File: src/rtl/fifo_stream_reader.sv
// Read-side consumer for the sync FIFO: pops words, absorbs the one-cycle read latency in a
// 2-entry skid buffer and emits a valid/ready stream. Define STREAM_LAST_EN for PKT_LEN m_last framing.
module fifo_stream_reader #(
   parameter  int WIDTH   = 8,
   parameter  int PKT_LEN = 4,
   localparam int CNT_W   = $clog2(PKT_LEN + 1)
) (
   input  logic             clk,
   input  logic             rst,
   input  logic             en,
   input  logic             fifo_empty,
   output logic             fifo_rd_en,
   input  logic [WIDTH-1:0] fifo_rdata,
   input  logic             fifo_rd_error,
   output logic             m_valid,
   input  logic             m_ready,
   output logic [WIDTH-1:0] m_data,
   output logic             m_last,
   output logic             busy,
   output logic             err
);

   typedef enum logic [1:0] {
      IDLE = 2'd0,
      RUN  = 2'd1,
      STOP = 2'd2
   } state_t;

   state_t           state_r;
   state_t           state_s;
   logic             inflight_r;
   logic [1:0]       buf_cnt_r;
   logic [WIDTH-1:0] buf0_r;
   logic [WIDTH-1:0] buf1_r;
   logic             err_r;
   logic             pop_s;
   logic             rd_en_s;
   logic             busy_s;
   logic             last_s;
   logic             iss_zero_s;
   logic [1:0]       occ_s;

   if (PKT_LEN < 1 || PKT_LEN > 256 || CNT_W < 1) begin : g_bad_cfg
      $error("fifo_stream_reader: PKT_LEN must be in 1..256");
   end

   assign m_valid    = (buf_cnt_r != 2'd0);
   assign m_data     = buf0_r;
   assign pop_s      = m_valid & m_ready;
   assign occ_s      = buf_cnt_r + {1'b0, inflight_r};
   assign fifo_rd_en = rd_en_s;
   assign busy       = busy_s;
   assign m_last     = last_s;
   assign err        = err_r;

`ifdef STREAM_LAST_EN
   logic [CNT_W-1:0] iss_cnt_r;
   logic [CNT_W-1:0] out_cnt_r;

   assign iss_zero_s = (iss_cnt_r == {CNT_W{1'b0}});

   // Issued-beat and accepted-beat counters, both wrapping at packet length
   always_ff @(posedge clk or negedge rst) begin
      if (!rst) begin
         iss_cnt_r <= {CNT_W{1'b0}};
         out_cnt_r <= {CNT_W{1'b0}};
      end else begin
         if (rd_en_s) begin
            iss_cnt_r <= (iss_cnt_r == CNT_W'(PKT_LEN - 1)) ? {CNT_W{1'b0}} : iss_cnt_r + CNT_W'(1);
         end
         if (pop_s) begin
            out_cnt_r <= (out_cnt_r == CNT_W'(PKT_LEN - 1)) ? {CNT_W{1'b0}} : out_cnt_r + CNT_W'(1);
         end
      end
   end
`else
   assign iss_zero_s = 1'b1;
`endif

   // State register
   always_ff @(posedge clk or negedge rst) begin
      if (!rst) begin
         state_r <= IDLE;
      end else begin
         state_r <= state_s;
      end
   end

   // Next-state logic; STOP only retires on a packet boundary with nothing left in the pipe
   always_comb begin
      state_s = state_r;
      case (state_r)
         IDLE: begin
            if (en) state_s = RUN;
            else    state_s = IDLE;
         end
         RUN: begin
            if (!en) state_s = STOP;
            else     state_s = RUN;
         end
         STOP: begin
            if (en)                                                state_s = RUN;
            else if (iss_zero_s && !inflight_r && buf_cnt_r == 2'd0) state_s = IDLE;
            else                                                   state_s = STOP;
         end
         default: state_s = IDLE;
      endcase
   end

   // Output logic: read issue only when the buffer can absorb the word arriving next cycle
   always_comb begin
      rd_en_s = 1'b0;
      busy_s  = (state_r != IDLE) | inflight_r | (buf_cnt_r != 2'd0);
      last_s  = 1'b0;
      if (!fifo_empty &&
          ((state_r == RUN) || (state_r == STOP && !iss_zero_s)) &&
          ((occ_s <= 2'd1) || (occ_s == 2'd2 && pop_s))) begin
         rd_en_s = 1'b1;
      end else begin
         rd_en_s = 1'b0;
      end
`ifdef STREAM_LAST_EN
      if (m_valid && out_cnt_r == CNT_W'(PKT_LEN - 1)) last_s = 1'b1;
      else                                             last_s = 1'b0;
`endif
   end

   // Skid buffer: capture at tail on the cycle after a read, pop from head on acceptance
   always_ff @(posedge clk or negedge rst) begin
      if (!rst) begin
         inflight_r <= 1'b0;
         buf_cnt_r  <= 2'd0;
         buf0_r     <= {WIDTH{1'b0}};
         buf1_r     <= {WIDTH{1'b0}};
      end else begin
         inflight_r <= rd_en_s;
         case ({inflight_r, pop_s})
            2'b10: begin
               if (buf_cnt_r == 2'd0) buf0_r <= fifo_rdata;
               else                   buf1_r <= fifo_rdata;
               buf_cnt_r <= buf_cnt_r + 2'd1;
            end
            2'b01: begin
               buf0_r    <= buf1_r;
               buf_cnt_r <= buf_cnt_r - 2'd1;
            end
            2'b11: begin
               if (buf_cnt_r == 2'd2) begin
                  buf0_r <= buf1_r;
                  buf1_r <= fifo_rdata;
               end else begin
                  buf0_r <= fifo_rdata;
               end
            end
            default: begin
               buf_cnt_r <= buf_cnt_r;
            end
         endcase
      end
   end

   // Sticky error: FIFO underflow, or a read issued against an empty FIFO
   always_ff @(posedge clk or negedge rst) begin
      if (!rst) begin
         err_r <= 1'b0;
      end else begin
         err_r <= err_r | fifo_rd_error | (rd_en_s & fifo_empty);
      end
   end

endmodule

File: config.mk
export PLATFORM = sky130hd
export DESIGN_NAME = fifo_stream_reader
export DESIGN_NICKNAME = d
export VERILOG_FILES = /design/src/rtl/fifo_stream_reader.sv
export SDC_FILE = /design/constraint.sdc
export NUM_CORES = 1
export LEC_CHECK = 0
export CAP_MARGIN = 10
export CORE_MARGIN = 3
export CORE_UTILIZATION = 48
export CTS_CLUSTER_DIAMETER = 150
export DETAILED_ROUTE_END_ITERATION = 7
export HOLD_SLACK_MARGIN = 0.12
export PLACE_DENSITY = 0.78
export SLEW_MARGIN = 10
export SYNTH_ARGS = -nofsm -noshare
export SYNTH_HDL_FRONTEND = slang
export SYNTH_SLANG_ARGS = --single-unit
File: constraint.sdc
create_clock -name clk -period 2.7 [get_ports clk]
set_clock_uncertainty 0.05 [all_clocks]
set_input_delay 0.54 -clock clk [delete_from_list [all_inputs] [get_ports clk]]
set_output_delay 0.54 -clock clk [all_outputs]
set_load 0.01 [all_outputs]
==> impl_metrics.toml <==
[synthesis]
yosysTopAreaCellShare = 0.494
seq_area_frac_synth = 0.494
yosysTopAreaCell = "dfrtp_1"
synth-seq-cells = 22
synth_cells = 102
yosys-top-cells-area = "dfrtp_1 (49%), mux2_2 (8.1%), a31oi_1 (4.5%)"
ys.flop_type = "dfrtp_1"
synth_edf_count = 0
yosysWarnings = 0
synth_fp_nets = 120
avgSynthCellArea_sq_um = 10.9
synth_area_sq_um = 1110
synthArstFlopShare = 1.00
ys_types = 31

[critical_path]
rrSetupSlack_ns = 0.56
path_max_fanout = 8
regToRegEndpoint = "buf1_r[7]"
worst_setup_path_end_kind = "primary output"
cp-start-kind = "flop"
crit_arrival_ns = 2.01
rr_worst_depth = 8
critPathRequiredTime_ns = 2.11
crit_type = "flop to primary output"
r2r_start = "buf_cnt_r[0]"

[timing]
hold_slack_ns = 0.437
fin_ws_ns = 0.0953
finalCriticalPeriod_ns = 2.60
rsz0062_at_grt = "false"
finalSetupViolCount = 0
clock.fmax_mhz = 384
finalHoldViolations = 0
period_share = 0.965
slew_violations = 0
tns_ns = 0

[placed_design]
dp.cells = 150
portBuffers = 25
place_congestion = 0.781
dp_slack_ns = -0.0953

[clock_network]
cts_tree = "built"
worstSkewPairLatency_ns = 0.31
clock_path_buffers = 2
cts.root.buffer_cell = "clkbuf_4"
cts_num_sinks = 22
holdBufCountCts = 0
htreeDepth = 1
cts_buffers = 3
clk_pin_slew_ns = 0.13
post_cts_buffers = 0

[worst_hold_path]
hold_path.class = "flop to flop"
whs_endpoint = "err"
hold_depth = 1
hold_start = "err"

[grt]
grt_pass1_vias = 820
grtUsageTotal = 0.169
grt_start_max_net_pins = 23
grt-ovfl-total = 0
grt_first_pass_wirelength_mm = 3.57
antenna_found_initial = 0

[power]
p_leak_nw = 0.598
power.density_nw_per_um2 = 1030
vdd_drop_max_mv = 0.752

[finish]
final_common_cell = "clkdlybuf4s50_1"
diodes = 0
layout_common_cells = "clkdlybuf4s50_1 (24), dfrtp_1 (22), o21ai_0 (9)"
area_growth_pct = 28.9
drive_gt1_frac = 0.165
nets = 146
finalNonFillerCells = 154
fillers = 161
final_core_util = 0.689

[floorplanning]
start_util = 0.535
rows = 16
die_y_um = 54.2
fp.dieArea_sq_um = 2930
coreArea_sq_um = 2080
top_level_ports = 27
die_w_um = 54.2

[route]
postRouteAntennaNets = 0
wire_per_inst_um = 13.7
drt-initial-drc-count = 13
wirelength_mm = 2.11
drt_first_pass_iters = 6
via_per_inst = 5.51
via_count = 849
drc_errors = 0

[status]
status = "finished, final reports clean"

[run]
drv_cap = 0
==> critical path: stages, from the launching register on <==
cell	delay (ns)
dfrtp_1	0.40
buf_4	0.18
nor2_4	0.14
inv_1	0.08
or4_1	0.40
clkdlybuf4s50_1	0.50
==> where the power goes <==
part	total (mW)	switching (mW)	internal [mW]
Combinational	0.660	0.299	0.361
Sequential	0.569	0.0947	0.474
Clock	0.253	0.102	0.150
Total	1.48	0.496	0.985
==> metrics by stage <==
step                area [sq um]  total power [mW]
finish                      1440              1.48
global route                1440              1.59
CTS                         1430              1.49
detailed placement          1370              1.24
global placement            1370              1.21
floorplan                   1110              1.00
==> logic make-up after synthesis <==
group / count (synthesis) / synth area share
AND/OR/NAND/NOR: 28 / 0.149
AO/OA/AOI/OAI: 23 / 0.134
flip-flops: 22 / 0.494
buffers and inverters: 12 / 0.0618
multiplexers: 8 / 0.0809
adder cells (fa/ha/maj): 4 / 0.0449
XOR/XNOR: 4 / 0.0315
other: 1 / 0.00337
==> state kept, by name, indices dropped and copies added (netlist names) <==
signal and flops:
m_data 8, state_r 2, buf_cnt_r 2, inflight_r 1, buf1_r 8, err 1
==> synth_stat cells (all sizes together), types with 2 or more instances <==
cell type	instances
dfrtp	22
o21ai	9
a31oi	8
mux2	8
nand3	8
nor3	8
buf	7
ha	4
inv	4
nor2	3
xnor2	3
a21oi	2
nand2b	2
or2	2
==> area by class of cell <==
cell class / count / area, sq um / share of cell area
flip-flops and latches: 22 / 551 / 0.384
multi-input cells: 68 / 500 / 0.349
repair buffers: 29 / 283 / 0.197
well taps: 27 / 33.8 / 0.0235
clock inverters: 1 / 30.0 / 0.0209
clock buffers: 3 / 22.5 / 0.0157
inverters: 4 / 15.0 / 0.0105
==> layer usage <==
layer  wire length [um]  share of wire  GRT usage
met5                  0              0          0
met4                 10         0.0047     0.0581
met3                152          0.072     0.0443
met2               1020           0.48      0.277
met1                929           0.44      0.215
==> worst max-delay path by stage <==
stage	to	start	slack, ns
floorplan	fifo_rd_en	inflight_r	0.56
global placement	fifo_rd_en	m_ready	-0.04
detailed placement	fifo_rd_en	m_ready	-0.1
CTS	fifo_rd_en	inflight_r	0.004
global route	busy	buf_cnt_r[0]	0.003
finish	busy	buf_cnt_r[0]	0.1
==> repair_timing <==
item / in CTS / in global routing
endpoints found under the setup margin: 1 / 1
pin swaps: 0 / 0
resized for setup: 2 / 1
hold endpoints to repair: 0 / 0
gates cloned: 0 / 0
(Power assumes the default switching activity.)
